File: config.mk
export PLATFORM = sky130hd
export DESIGN_NAME = serial_add_sequencer_flat
export DESIGN_NICKNAME = d
export VERILOG_FILES = /design/src/rtl/serial_add_pkg.sv /design/src/rtl/serial_add_sequencer_if.sv /design/src/rtl/serial_add_sequencer_shift_reg.sv /design/src/rtl/serial_add_sequencer.sv /design/src/flat_wrapper.sv
export SDC_FILE = /design/constraint.sdc
export NUM_CORES = 1
export LEC_CHECK = 0
export CAP_MARGIN = 25
export CORE_MARGIN = 2
export CORE_UTILIZATION = 47
export DETAILED_ROUTE_END_ITERATION = 10
export HOLD_SLACK_MARGIN = 0.15
export PLACE_DENSITY_LB_ADDON = 0.08
export SYNTH_ARGS = -nofsm -noshare
export SYNTH_HDL_FRONTEND = slang
export SYNTH_SLANG_ARGS = --single-unit
File: constraint.sdc
create_clock -name clk -period 1.5 [get_ports clk]
set_input_delay 0.15 -clock clk [delete_from_list [all_inputs] [get_ports clk]]
set_output_delay 0.15 -clock clk [all_outputs]
set_load 0.02 [all_outputs]
File: src/rtl/serial_add_pkg.sv
// Shared types and helpers for the bit-serial add/subtract sequencer.
package serial_add_pkg;

    localparam int unsigned WIDTH_DEFAULT = 8;

    typedef enum logic [1:0] {
        IDLE = 2'd0,
        RUN  = 2'd1,
        DONE = 2'd2
    } state_t;

    function automatic int unsigned cnt_width(input int unsigned width);
        return (width < 2) ? 1 : $clog2(width);
    endfunction

endpackage

File: src/rtl/serial_add_sequencer_if.sv
// Request/result bus between the tile I/O decode logic and the sequencer.
interface serial_add_sequencer_if #(
    parameter int unsigned WIDTH = serial_add_pkg::WIDTH_DEFAULT
) ();

    logic             start;
    logic             sub;
    logic [WIDTH-1:0] op_a;
    logic [WIDTH-1:0] op_b;
    logic             cin;
    logic             busy;
    logic             done;
    logic [WIDTH-1:0] sum;
    logic             cout;

    modport master (
        output start, sub, op_a, op_b, cin,
        input  busy, done, sum, cout
    );

    modport slave (
        input  start, sub, op_a, op_b, cin,
        output busy, done, sum, cout
    );

endinterface

File: src/rtl/serial_add_sequencer_shift_reg.sv
// Right-shift register with parallel load and enable; exposes the low OUT_WIDTH bits,
// so OUT_WIDTH=1 gives a plain serial output.
module serial_shift_reg #(
    parameter int unsigned WIDTH     = 8,
    parameter int unsigned OUT_WIDTH = WIDTH
) (
    input  logic                 clk,
    input  logic                 rst_n,
    input  logic                 en,
    input  logic                 load,
    input  logic [WIDTH-1:0]     load_val,
    input  logic                 ser_in,
    output logic [OUT_WIDTH-1:0] q
);

    logic [WIDTH-1:0] data;

    always_ff @(posedge clk or negedge rst_n) begin
        if (!rst_n) begin
            data <= '0;
        end else if (en) begin
            if (load) begin
                data <= load_val;
            end else begin
                data <= {ser_in, data[WIDTH-1:1]};
            end
        end
    end

    assign q = data[OUT_WIDTH-1:0];

endmodule

File: src/rtl/serial_add_sequencer.sv
// Bit-serial add/subtract controller time-sharing an external one-bit full-adder cell,
// LSB first, one bit per enabled clock.
module serial_add_sequencer
    import serial_add_pkg::*;
#(
    parameter int unsigned WIDTH = WIDTH_DEFAULT
) (
    input  logic                   clk,
    input  logic                   rst_n,
    input  logic                   ena,
    serial_add_sequencer_if.slave  bus,
    output logic                   fa_a,
    output logic                   fa_b,
    output logic                   fa_cin,
    input  logic                   fa_sum,
    input  logic                   fa_cout
);

    localparam int unsigned    CW   = cnt_width(WIDTH);
    localparam logic [CW-1:0]  LAST = CW'(WIDTH - 1);

    state_t           state, state_next;
    logic [CW-1:0]    cnt, cnt_next;
    logic             carry, carry_next;
    logic             cout_q, cout_next;
    logic             load, shift;
    logic             a_lsb, b_lsb;
    logic [WIDTH-1:0] b_init;
    logic [WIDTH-1:0] res;

    // Subtraction is A + ~B + 1: invert B at load, force the initial carry.
    assign b_init = bus.sub ? ~bus.op_b : bus.op_b;

    serial_shift_reg #(.WIDTH(WIDTH), .OUT_WIDTH(1)) u_a_sh (
        .clk      (clk),
        .rst_n    (rst_n),
        .en       (load | shift),
        .load     (load),
        .load_val (bus.op_a),
        .ser_in   (1'b0),
        .q        (a_lsb)
    );

    serial_shift_reg #(.WIDTH(WIDTH), .OUT_WIDTH(1)) u_b_sh (
        .clk      (clk),
        .rst_n    (rst_n),
        .en       (load | shift),
        .load     (load),
        .load_val (b_init),
        .ser_in   (1'b0),
        .q        (b_lsb)
    );

    serial_shift_reg #(.WIDTH(WIDTH), .OUT_WIDTH(WIDTH)) u_res_sh (
        .clk      (clk),
        .rst_n    (rst_n),
        .en       (shift),
        .load     (1'b0),
        .load_val ('0),
        .ser_in   (fa_sum),
        .q        (res)
    );

    always_ff @(posedge clk or negedge rst_n) begin
        if (!rst_n) begin
            state  <= IDLE;
            cnt    <= '0;
            carry  <= 1'b0;
            cout_q <= 1'b0;
        end else begin
            state  <= state_next;
            cnt    <= cnt_next;
            carry  <= carry_next;
            cout_q <= cout_next;
        end
    end

    always_comb begin
        state_next = state;
        cnt_next   = cnt;
        carry_next = carry;
        cout_next  = cout_q;
        load       = 1'b0;
        shift      = 1'b0;
        if (ena) begin
            case (state)
                IDLE: begin
                    if (bus.start) begin
                        load       = 1'b1;
                        carry_next = bus.sub ? 1'b1 : bus.cin;
                        cnt_next   = '0;
                        state_next = RUN;
                    end
                end
                RUN: begin
                    shift      = 1'b1;
                    carry_next = fa_cout;
                    cnt_next   = cnt + 1'b1;
                    if (cnt == LAST) begin
                        cout_next  = fa_cout;
                        cnt_next   = '0;
                        state_next = DONE;
                    end
                end
                DONE: begin
                    state_next = IDLE;
                end
                default: begin
                    state_next = IDLE;
                end
            endcase
        end
    end

    assign fa_a     = (state == RUN) & a_lsb;
    assign fa_b     = (state == RUN) & b_lsb;
    assign fa_cin   = (state == RUN) & carry;

    assign bus.busy = (state == RUN);
    assign bus.done = (state == DONE);
    assign bus.sum  = res;
    assign bus.cout = cout_q;

endmodule

File: src/flat_wrapper.sv
// flat-port wrapper written by rule: the top's interface ports become plain ports
module serial_add_sequencer_flat import serial_add_pkg::*;
#(
    parameter int unsigned WIDTH = WIDTH_DEFAULT
)
  (clk, rst_n, ena, fa_a, fa_b, fa_cin, fa_sum, fa_cout, bus_start, bus_sub, bus_op_a, bus_op_b, bus_cin, bus_busy, bus_done, bus_sum, bus_cout);
  serial_add_sequencer_if #(.WIDTH(WIDTH)) bus_i ();
  input  logic clk;
  input  logic rst_n;
  input  logic ena;
  output logic fa_a;
  output logic fa_b;
  output logic fa_cin;
  input  logic fa_sum;
  input  logic fa_cout;
  input wire logic [$bits(bus_i.start)-1:0] bus_start;
  input wire logic [$bits(bus_i.sub)-1:0] bus_sub;
  input wire logic [$bits(bus_i.op_a)-1:0] bus_op_a;
  input wire logic [$bits(bus_i.op_b)-1:0] bus_op_b;
  input wire logic [$bits(bus_i.cin)-1:0] bus_cin;
  output wire logic [$bits(bus_i.busy)-1:0] bus_busy;
  output wire logic [$bits(bus_i.done)-1:0] bus_done;
  output wire logic [$bits(bus_i.sum)-1:0] bus_sum;
  output wire logic [$bits(bus_i.cout)-1:0] bus_cout;
  assign bus_i.start = bus_start;
  assign bus_i.sub = bus_sub;
  assign bus_i.op_a = bus_op_a;
  assign bus_i.op_b = bus_op_b;
  assign bus_i.cin = bus_cin;
  assign bus_busy = bus_i.busy;
  assign bus_done = bus_i.done;
  assign bus_sum = bus_i.sum;
  assign bus_cout = bus_i.cout;
  serial_add_sequencer #(.WIDTH(WIDTH)) u_core (.clk(clk), .rst_n(rst_n), .ena(ena), .bus(bus_i), .fa_a(fa_a), .fa_b(fa_b), .fa_cin(fa_cin), .fa_sum(fa_sum), .fa_cout(fa_cout));
endmodule
Yosys cells after proc, flatten, opt, wreduce, memory -nomap -nowiden
Cells that the tools add are included.
W data, S select, Z words.
Storage, ports and cells
  flip-flop bits (word level): 31
  bits of input ports: 24
  output and inout port bits: 14
  word-level logic and storage cells: 40
Cells by class
  $add $sub $neg: 1
  eq/ne operators: 5
  multiplexer cells: 17
  bitwise gates (word level): 5
  reduce and logical (&&, ||, !) cells: 5
Operator list (number)
  $mux W8: 3
  $reduce_and A3 Y1: 3
  $not A8 Y8: 1
  $mux W1: 7
  $mux W3: 2
  $pmux W3 S2: 1
  $mux W2: 2
  $pmux W2 S2: 1
  $add A3 B1 Y3 const B: 1
  $and A1 B1 Y1: 3
  $eq A3 B3 Y1 const B: 1
  $eq A2 B1 Y1 const B: 1
  $eq A2 B2 Y1 const B: 1
  $logic_not A2 Y1: 1
  $ne A2 B1 Y1 const B: 1
  $ne A2 B2 Y1 const B: 1
  $pmux W1 S2: 1
  $reduce_bool A2 Y1: 1
  $or A1 B1 Y1: 1

Longest topological paths before layout
Gate-level depths: netlist of the first run.
  depth after elaboration: 4
  gate-level depth with buffers: 5
  depth with buffers taken out: 5

Modules after synthesis
Synthesis of the first run repeated with hierarchy kept, for this count alone.
Second synthesis, totals
  cell total of the unflattened synthesis: 149
  area, all modules: 1636.6 um^2
By module, submodules not included
  serial_shift_reg: instances 3, cells an instance 35, area each 382.9 um^2, seq. area each 200.2 um^2
  serial_add_sequencer: instances 1, cells an instance 44, area each 488.0 um^2, seq. area each 175.2 um^2

Worst setup path before layout of the first run
No wires, ideal clock.
  path kind: register to register
  from: register u_core.state[1]
  to: register u_core.u_b_sh.data[3]
  setup time: 0.126 ns
  data arrival time: 1.248 ns
  data required time: 1.374 ns
  setup slack: 0.126 ns
  cell stages (with the launch flop): 6
  path buffers: 2
  period minus slack after synthesis: 1.374 ns
  cell sequence: dfrtp_1 and4bb_1 buf_6 nor2_4 buf_6 a221o_1
Between the ends
  longest elaborated chain between the ends: 4
  elaborated cells between the ends (all ways): 8
  classes of those cells: eq/ne: 1; mux: 5; bitwise: 1; reduce/logical: 1
Ends and longest elaborated chain
  start, declared: RTL line serial_add_sequencer.sv:22  | state_t state, state_next;
  start signal, assigned: RTL line serial_add_sequencer.sv:71  | state <= state_next;
  $eq A2 B1 Y1 / $logic_not A2 Y1 (equally long branches): RTL line serial_add_sequencer.sv:86  | case (state)
  $mux W1: RTL line serial_add_sequencer.sv:86
  $mux W1: RTL line serial_add_sequencer.sv:85  | if (ena) begin
  $or A1 B1 Y1 / $mux W8 (equally long branches): RTL line serial_add_sequencer.sv:47, serial_add_sequencer_shift_reg.sv:22
  end signal, assigned: RTL line serial_add_sequencer_shift_reg.sv:23  | data <= load_val;
  end signal, assigned: RTL line serial_add_sequencer_shift_reg.sv:25  | data <= {ser_in, data[WIDTH-1:1]};
  end, declared: RTL line serial_add_sequencer_shift_reg.sv:16  | logic [WIDTH-1:0] data;
Parallel ways exist; a longest one is shown, timed or not.
A chain may end at the register's enable or synchronous reset.

Worst setup path in the final report of the first run
  from: register u_core.state[0]
  to: register u_core.u_a_sh.data[3]
Between the ends
  longest elaborated chain between the ends: 4
  elaborated cells between the ends (all ways): 8
  classes of those cells: eq/ne: 1; mux: 5; bitwise: 1; reduce/logical: 1
Ends and longest elaborated chain (RTL line)
  $eq A2 B1 Y1 / $logic_not A2 Y1 (equally long branches): serial_add_sequencer.sv:86
  $mux W1: serial_add_sequencer.sv:86
  $mux W1: serial_add_sequencer.sv:85
  $or A1 B1 Y1 / $mux W8 (equally long branches): serial_add_sequencer.sv:37, serial_add_sequencer_shift_reg.sv:22
  end signal, assigned: serial_add_sequencer_shift_reg.sv:23
  end signal, assigned: serial_add_sequencer_shift_reg.sv:25
  end, declared: serial_add_sequencer_shift_reg.sv:16
Parallel ways exist; a longest one is shown, timed or not.

==> results of run 1 <==
metrics by stage:
| stage | hold slack (ps) | util [%] | worst slack, ps | std cells |
|---|---|---|---|---|
| 2_1_floorplan | -146 | - | 126 | 141 |
| 3_3_place_gp | 461 | 64.1 | -11.5 | 219 |
| 3_5_place_dp | 462 | 64.1 | -36.8 | 219 |
| 4_1_cts | 207 | 65.5 | 9.75 | 226 |
| 5_1_grt | 207 | 66.1 | 3.68 | 226 |
| 6_report | 204 | 66.1 | 57.3 | 226 |
Yosys cell counts (2+ instances only):
master,instances,area [µm²]
a21oi_1,9,45.0
buf_6,4,45.0
and2_1,3,18.8
a21o_1,2,15.0
xnor2_1,7,61.3
nor2_1,14,52.6
nor2b_1,2,12.5
o21ai_0,2,10.0
a221o_1,8,80.1
ha_1,2,25.0
a22o_1,4,35.0
inv_1,3,11.3
nand2_1,32,120
o22ai_1,2,12.5
buf_2,3,15.0
dfrtp_1,31,776
power by group through the flow:
| stage | Sequential (mW) | Clock, mW | Combinational [mW] |
|---|---|---|---|
| 2_1_floorplan | 1.47 | 0 | 0.808 |
| 3_3_place_gp | 1.38 | 0 | 1.48 |
| 3_5_place_dp | 1.38 | 0 | 1.51 |
| 4_1_cts | 1.37 | 0.499 | 1.46 |
| 5_1_grt | 1.41 | 0.553 | 1.58 |
| 6_report | 1.37 | 0.483 | 1.42 |
how the worst min path moves through the flow:
stage                                           startpoint                                 to  slack, ps  cells past startpoint
after global routing                                 rst_n  u_core.u_b_sh.data[3]$_DFFE_PN0P_        210                      2
after floorplan                                      rst_n        u_core.bus.cout$_DFFE_PN0P_       -150                      0
after CTS                                            rst_n  u_core.u_b_sh.data[3]$_DFFE_PN0P_        210                      2
after global placement    u_core.u_res_sh.q[0]$_DFFE_PN0P_   u_core.u_res_sh.q[0]$_DFFE_PN0P_        460                      2
after detailed placement  u_core.u_res_sh.q[0]$_DFFE_PN0P_   u_core.u_res_sh.q[0]$_DFFE_PN0P_        460                      2
final                                                rst_n   u_core.u_res_sh.q[1]$_DFFE_PN0P_        200                      2
cells in the final DEF (no fill, tap or decap), types with 2 or more instances in the layout:
cell / instances
dfrtp_1: 31
inv_1: 3
nand2_1: 32
nor2b_1: 2
o22ai_1: 2
a21o_1: 2
ha_1: 2
clkbuf_4: 5
a221o_1: 8
buf_4: 16
nor2_1: 14
o21ai_0: 2
a22o_1: 4
a21oi_1: 9
xnor2_1: 7
clkdlybuf4s50_1: 24
buf_2: 4
dlymetal6s2s_1: 8
and2_1: 3
final cells by class:
cell class                 count  area share, %
sequential                    31           39.4
clock inverter                 1          0.254
timing repair buffer          53           24.9
inverter                       3          0.572
multi-input combinational     99           30.1
clock buffer                   6           2.61
tap                           33           2.10
cell families after synthesis:
logic type               Yosys count  synth area share, %
adder cells (fa/ha/maj)            2                 1.74
AND/OR/NAND/NOR                   59                 18.9
buffers and inverters             11                 5.21
XOR/XNOR                           8                 4.86
AO/OA/AOI/OAI                     29                 14.7
multiplexers                       1                0.781
flip-flops                        31                 53.8
what timing repair did:
action,CTS,global route
endpoints found under the hold margin,0,0
gates resized for setup,17,11
endpoints found under the setup margin,5,15
setup buffers,0,0
critical path: stages, from the launching register on:
cell,delay [ps]
dfrtp_1,390
buf_4,160
and3b_2,250
buf_4,180
a22o_1,230
a21o_1,140
flip-flops by register name, indices dropped and copies added, names as in the netlist:
name                cells
u_core.bus.cout         1
u_core.carry            1
u_core.cnt              3
u_core.state            2
u_core.u_a_sh.data      8
u_core.u_b_sh.data      8
u_core.u_res_sh.q       8
per-layer routing:
metal  wire, µm  track usage (%)  vias up
met5          0                0        -
met4         15             7.47        0
met3        185             7.86        2
met2       1510             33.4       30
met1       1220             24.0      567
li1           -                -      585
==> summary.md, run 1 <==
| Metric | Value |
|---|---|
| Status | complete, no violations |
| Drt via density | 5.24 |
| CTS clk-pin slew, worst paths | 90 ps |
| Worst rel slew slack | between 70% and 80% |
| Pin count of the biggest net entering global routing | 32 |
| Switching part of the total power | roughly 36% |
| I/O Pins | 38 |
| Area post-placement | 0.00191 mm² |
| CTS tree | built |
| CP endpoint | u_core.u_a_sh.data[3]$_DFFE_PN0P_ |
| Fin crit period | about 1400 ps |
| Max Slew Vio Count | 0 |
| DP HPWL | 2.21 mm |
| FFs w/ async S/R, synth | between 90% and 100% |
| R2R Setup Slk | 60 ps |
| Area of the multi-input gates | 593 µm² |
| # fillers | 267 |
| Setup TNS | 0 ps |
| RSZ-0062 raised after global routing | no |
| P per Cell Area | ~1700 mW/mm² |
| PnR Total Power | 3.27 mW |
| Syn Inst Count | roughly 140 |
| GRT Total Usage | about a fifth |
| Cts hold-fix bufs | 0 |
| Final Hold Fails | 0 |
| Initial antenna violation count | 0 |
| Worst flop-to-flop path startpoint | u_core.state[0]$_DFFE_PN0P_ |
| Leak | 1.05 nW |
| CTS HTree Levels | 2 |
| Worst Tran Pin Value | roughly 390 ps |
| Max-cap viol count | 0 |
| Layout cell share with drive strength beyond 1 | between 10% and 20% |
| Yosys cell types | 29 |
| Hold crit path type | primary input to async pin |
| Worst skew pair latency | 320 ps |
| Largest fanout on the critical path | 9 |
| Grt ovf | 0 |
| FF+latch count, synth | 31 |
| Final GP Congestion | between 0.7 and 0.8 |
| # DRC | 0 |
| Gate power share | between 40% and 50% |
| Die Span Y | 59.4 µm |
| Vias in the first global route | 1175 |
| Port Buffer Count | 37 |
| R2R depth | 5 |
| Critical path arrival | 1660 ps |
| NetSw | 1.19 mW |
| Sequential share of the synthesized area | 53.8% |
| Total core area | 0.00298 mm² |
| Int Pwr | 2.09 mW |
| Routed vias | 1184 |
| Mapped Avg Cell Area | about 10 µm² |
| WL final | 2.93 mm |
| Reg power frac | 41.9% |
| CP Launch Type | flop |
| Clock share of power | roughly 15% |
| Post-Syn Nets | 167 |
| Prevailing post-synth register cell | dfrtp_1 |
| Post-route cell area | 0.00197 mm² |
| Setup Skew | 4.66 ps |
| FF/Latch Area | 776 µm² |
| Number of synthesized flops with an enable pin | 0 |
| WP data required | 1720 ps |
| Root Driver | clkbuf_4 |
| Crit share post-route | 96.2% |
| First-pass GRT wire length | about 5.2 mm |
| Die width | 59.4 µm |
| CP Class | flop to flop |
| CP endpoint kind | flop |
| Wire per inst | 13.0 µm |
| Initial DRT Pass Iterations | 4 |
| Peak Freq | 693 MHz |
| P&R area growth vs syn | 36.5% |
| Setup Viol. Count Final | 0 |
| Worst vdd ir | 0.000661 V |
| Crit path from | u_core.state[0]$_DFFE_PN0P_ |
| Rows | 20 |
| Antenna-violating nets left | 0 |
| Clock Path Buffers | 2 |
| Initial core utilization | between 40 and 50% |
| Worst r2r dst | u_core.u_a_sh.data[3]$_DFFE_PN0P_ |
| Diode count | 0 |
| Full die area | 0.00353 mm² |
| Total CTS buffers | 5 |
| YS warnings | 0 |
| Clock tree sinks | 31 |
| Final nets | 219 |
| Netlist Area Pre-Place | 0.00144 mm² |
| Iteration-0 DRC Markers | 72 |
Power figures use the tool's default switching activity.
==> inputs of run 2 (changes only) <==
Settings changed: CAP_MARGIN 25 to 20, HOLD_SLACK_MARGIN 0.15 to 0.1.
==> results of run 2 <==
Final layout, timing and power as in run 1 (identical DEF).
==> inputs of run 3 (changes only) <==
Settings changed: CORE_MARGIN 2 to 1, CORE_UTILIZATION 47 to 50.
Clock period 1.5 ns to 1.8 ns, I/O delays scaled along.
==> run 3 against run 2 <==
Effect of this change: routed wire length shrank 3.7%; non-clock buffer count down 10; clock-buffer cell count unchanged; global-route usage up 0.67 points; core utilization up 4.0 points; combinational power fell by 20%; flip-flop and latch count is the same; sequential power fell by 15%.
==> summary.md, run 3 (same netlist as run 1, synthesis figures left out) <==
| Metric | Value |
|---|---|
| Cts hold-fix bufs | 0 (unchanged) |
| RSZ-0062 raised after global routing | no |
| Initial antenna violation count | 0 (unchanged) |
| Root Driver | clkbuf_4 |
| Die width | 55.7 µm (-6.2%) |
| Vias in the first global route | 1175 (unchanged) |
| Most common cell after layout, fill and taps aside | clkdlybuf4s50_1 |
| CTS HTree Levels | 2 (unchanged) |
| Iteration-0 DRC Markers | 37 (-49%) |
| Total core area | 0.00273 mm² (-8.2%) |
| Largest fanout on the critical path | 8 (-1) |
| Pin count of the biggest net entering global routing | 32 (unchanged) |
| Worst rel slew slack | 69.8% (-4.4 points) |
| Diode count | 0 (unchanged) |
| Status | complete, no violations |
| Worst vdd ir | 0.00103 V (+56%) |
| CP Launch Type | flop |
| Full die area | 0.00310 mm² (-12%) |
| Clock tree sinks | 31 (unchanged) |
| Worst flop-to-flop path startpoint | u_core.state[0]$_DFFE_PN0P_ |
| Fin crit period | 1690 ps |
| CP endpoint kind | primary output |
| Max-cap viol count | 0 (unchanged) |
| CP Class | flop to primary output |
| Switching part of the total power | 34.6% (-1.6 points) |
| WHS | 247 ps (+42.2 ps) |
| I/O Pins | 38 (unchanged) |
| First-pass GRT wire length | 5.06 mm (-2.1%) |
| Worst skew pair latency | 320 ps (about the same) |
| Worst r2r dst | u_core.u_a_sh.data[3]$_DFFE_PN0P_ |
| # fillers | 231 (-13%) |
| R2R Setup Slk | 390 ps (+330 ps) |
| Crit share post-route | a little over nine tenths |
| Post-route cell area | 0.00192 mm² (-2.7%) |
| Area post-placement | 0.00183 mm² (-4.1%) |
| GRT Total Usage | 21.0% (+0.67 points) |
| R2R depth | 4 (-1) |
| NetSw | 0.986 mW (-17%) |
| CTS clk-pin slew, worst paths | 100 ps (about the same) |
| Int Pwr | 1.86 mW (-11%) |
| Pre-CTS setup slack | 150 ps (+186 ps) |
| Port Buffer Count | 37 (unchanged) |
| Rows | 19 (-5.0%) |
| DP HPWL | 2.03 mm (-8.0%) |
| P per Cell Area | 1490 mW/mm² (-10%) |
| # DRC | 0 (unchanged) |
| Hold crit path type | primary input to async pin |
| Wire per inst | 13.1 µm (+1.3%) |
| Final nets | 209 (-4.6%) |
| CTS tree | built |
| Gate power share | 39.7% (-3.7 points) |
| Clock share of power | 19.6% (+4.8 points) |
| Setup TNS | 0 ps (unchanged) |
| Most frequent cells in the layout | 33 x clkdlybuf4s50_1, 32 x nand2_1, 30 x dfrtp_1 |
| Reg power frac | 40.7% (-1.2 points) |
| Post-cts resize count | 4 (-13) |
| Critical path arrival | 1510 ps (-150 ps) |
| Setup ws final | 110 ps (+52.7 ps) |
| Drt via density | 5.46 (+4.1%) |
| WL final | 2.82 mm (-3.7%) |
| Max Slew Vio Count | 0 (unchanged) |
| Leak | 0.902 nW (-14%) |
| Initial core utilization | 52.7% (+4.3 points) |
| Antenna-violating nets left | 0 (unchanged) |
| P&R area growth vs syn | 32.9% |
| Worst Tran Pin Value | 451 ps (+64.4 ps) |
| Post-CTS setup buffers | 0 (unchanged) |
| Routed vias | 1173 (-0.93%) |
| Initial DRT Pass Iterations | 4 (unchanged) |
| Final Hold Fails | 0 (unchanged) |
| Die Span Y | 55.7 µm (-6.2%) |
| Grt ovf | 0 (unchanged) |
| WP data required | 1620 ps (-100 ps) |
| Layout cell share with drive strength beyond 1 | 9.78% (-6.3 points) |
| Peak Freq | ~590 MHz |
| Total CTS buffers | 5 (unchanged) |
| Final GP Congestion | 0.781 (+1.8%) |
| Setup Skew | 4.96 ps (+0.301 ps) |
| Setup Viol. Count Final | 0 (unchanged) |
| Clock Path Buffers | 2 (unchanged) |
## run 3: changes by cell type in the layout (fill, tap and decap cells not counted)
cell / previous run / this run
dlygate4sd2_1: 0 / 4
and3b_1: 0 / 1
dfrtp_2: 0 / 1
clkdlybuf4s50_1: 24 / 33
dfrtp_1: 31 / 30
dlymetal6s2s_1: 8 / 0
buf_4: 16 / 6
and3b_2: 1 / 0
clkdlybuf4s15_1: 1 / 0
bufinv_16: 0 / 1
buf_2: 4 / 0
## run 3: worst max path at each step
stage / startpoint / endpoint / cells past startpoint
2_1_floorplan: u_core.state[1]$_DFFE_PN0P_ / u_core.u_b_sh.data[3]$_DFFE_PN0P_ / 5
3_3_place_gp: ena / u_core.u_a_sh.data[3]$_DFFE_PN0P_ / 5
3_5_place_dp: u_core.state[1]$_DFFE_PN0P_ / fa_cin / 3
4_1_cts: u_core.state[1]$_DFFE_PN0P_ / fa_cin / 3
5_1_grt: u_core.state[0]$_DFFE_PN0P_ / fa_cin / 3
6_report: u_core.state[0]$_DFFE_PN0P_ / fa_cin / 3
## run 3: routing by layer
| metal | track usage [%] | share of wire (%) |
|---|---|---|
| met5 | 0 | 0 |
| met4 | 7.14 | 1.0 |
| met3 | 6.74 | 4.9 |
| met2 | 37.2 | 51 |
| met1 | 23.7 | 43 |
## run 3: layout make-up
class,count,area (µm²),share of cell area [%]
Sequential cell,31,777,40.6
Multi-Input combinational cell,99,592,30.9
Timing Repair Buffer,43,410,21.4
Clock buffer,6,51.3,2.68
Tap cell,31,38.8,2.02
Clock inverter,2,35.0,1.83
Inverter,3,11.3,0.588
## run 3: worst max-delay path: stages (launching register included)
cell           delay, ps
dfrtp_1              460
and2b_2              260
and2_1               170
dlygate4sd2_1        310
## run 3: through the flow
stage	total power, mW	util (%)	instances
final	2.85	70.1	215
after global routing	3.06	70.1	215
after CTS	2.88	70.0	215
after detailed placement	2.35	67.0	207
after global placement	2.31	67.0	207
after floorplan	1.90	-	141
## run 3: power groups by stage
stage	registers, mW	clock network [mW]	logic (mW)
floorplan	1.23	0	0.673
global placement	1.16	0	1.15
detailed placement	1.17	0	1.18
CTS	1.16	0.576	1.15
global route	1.20	0.614	1.24
finish	1.16	0.558	1.13
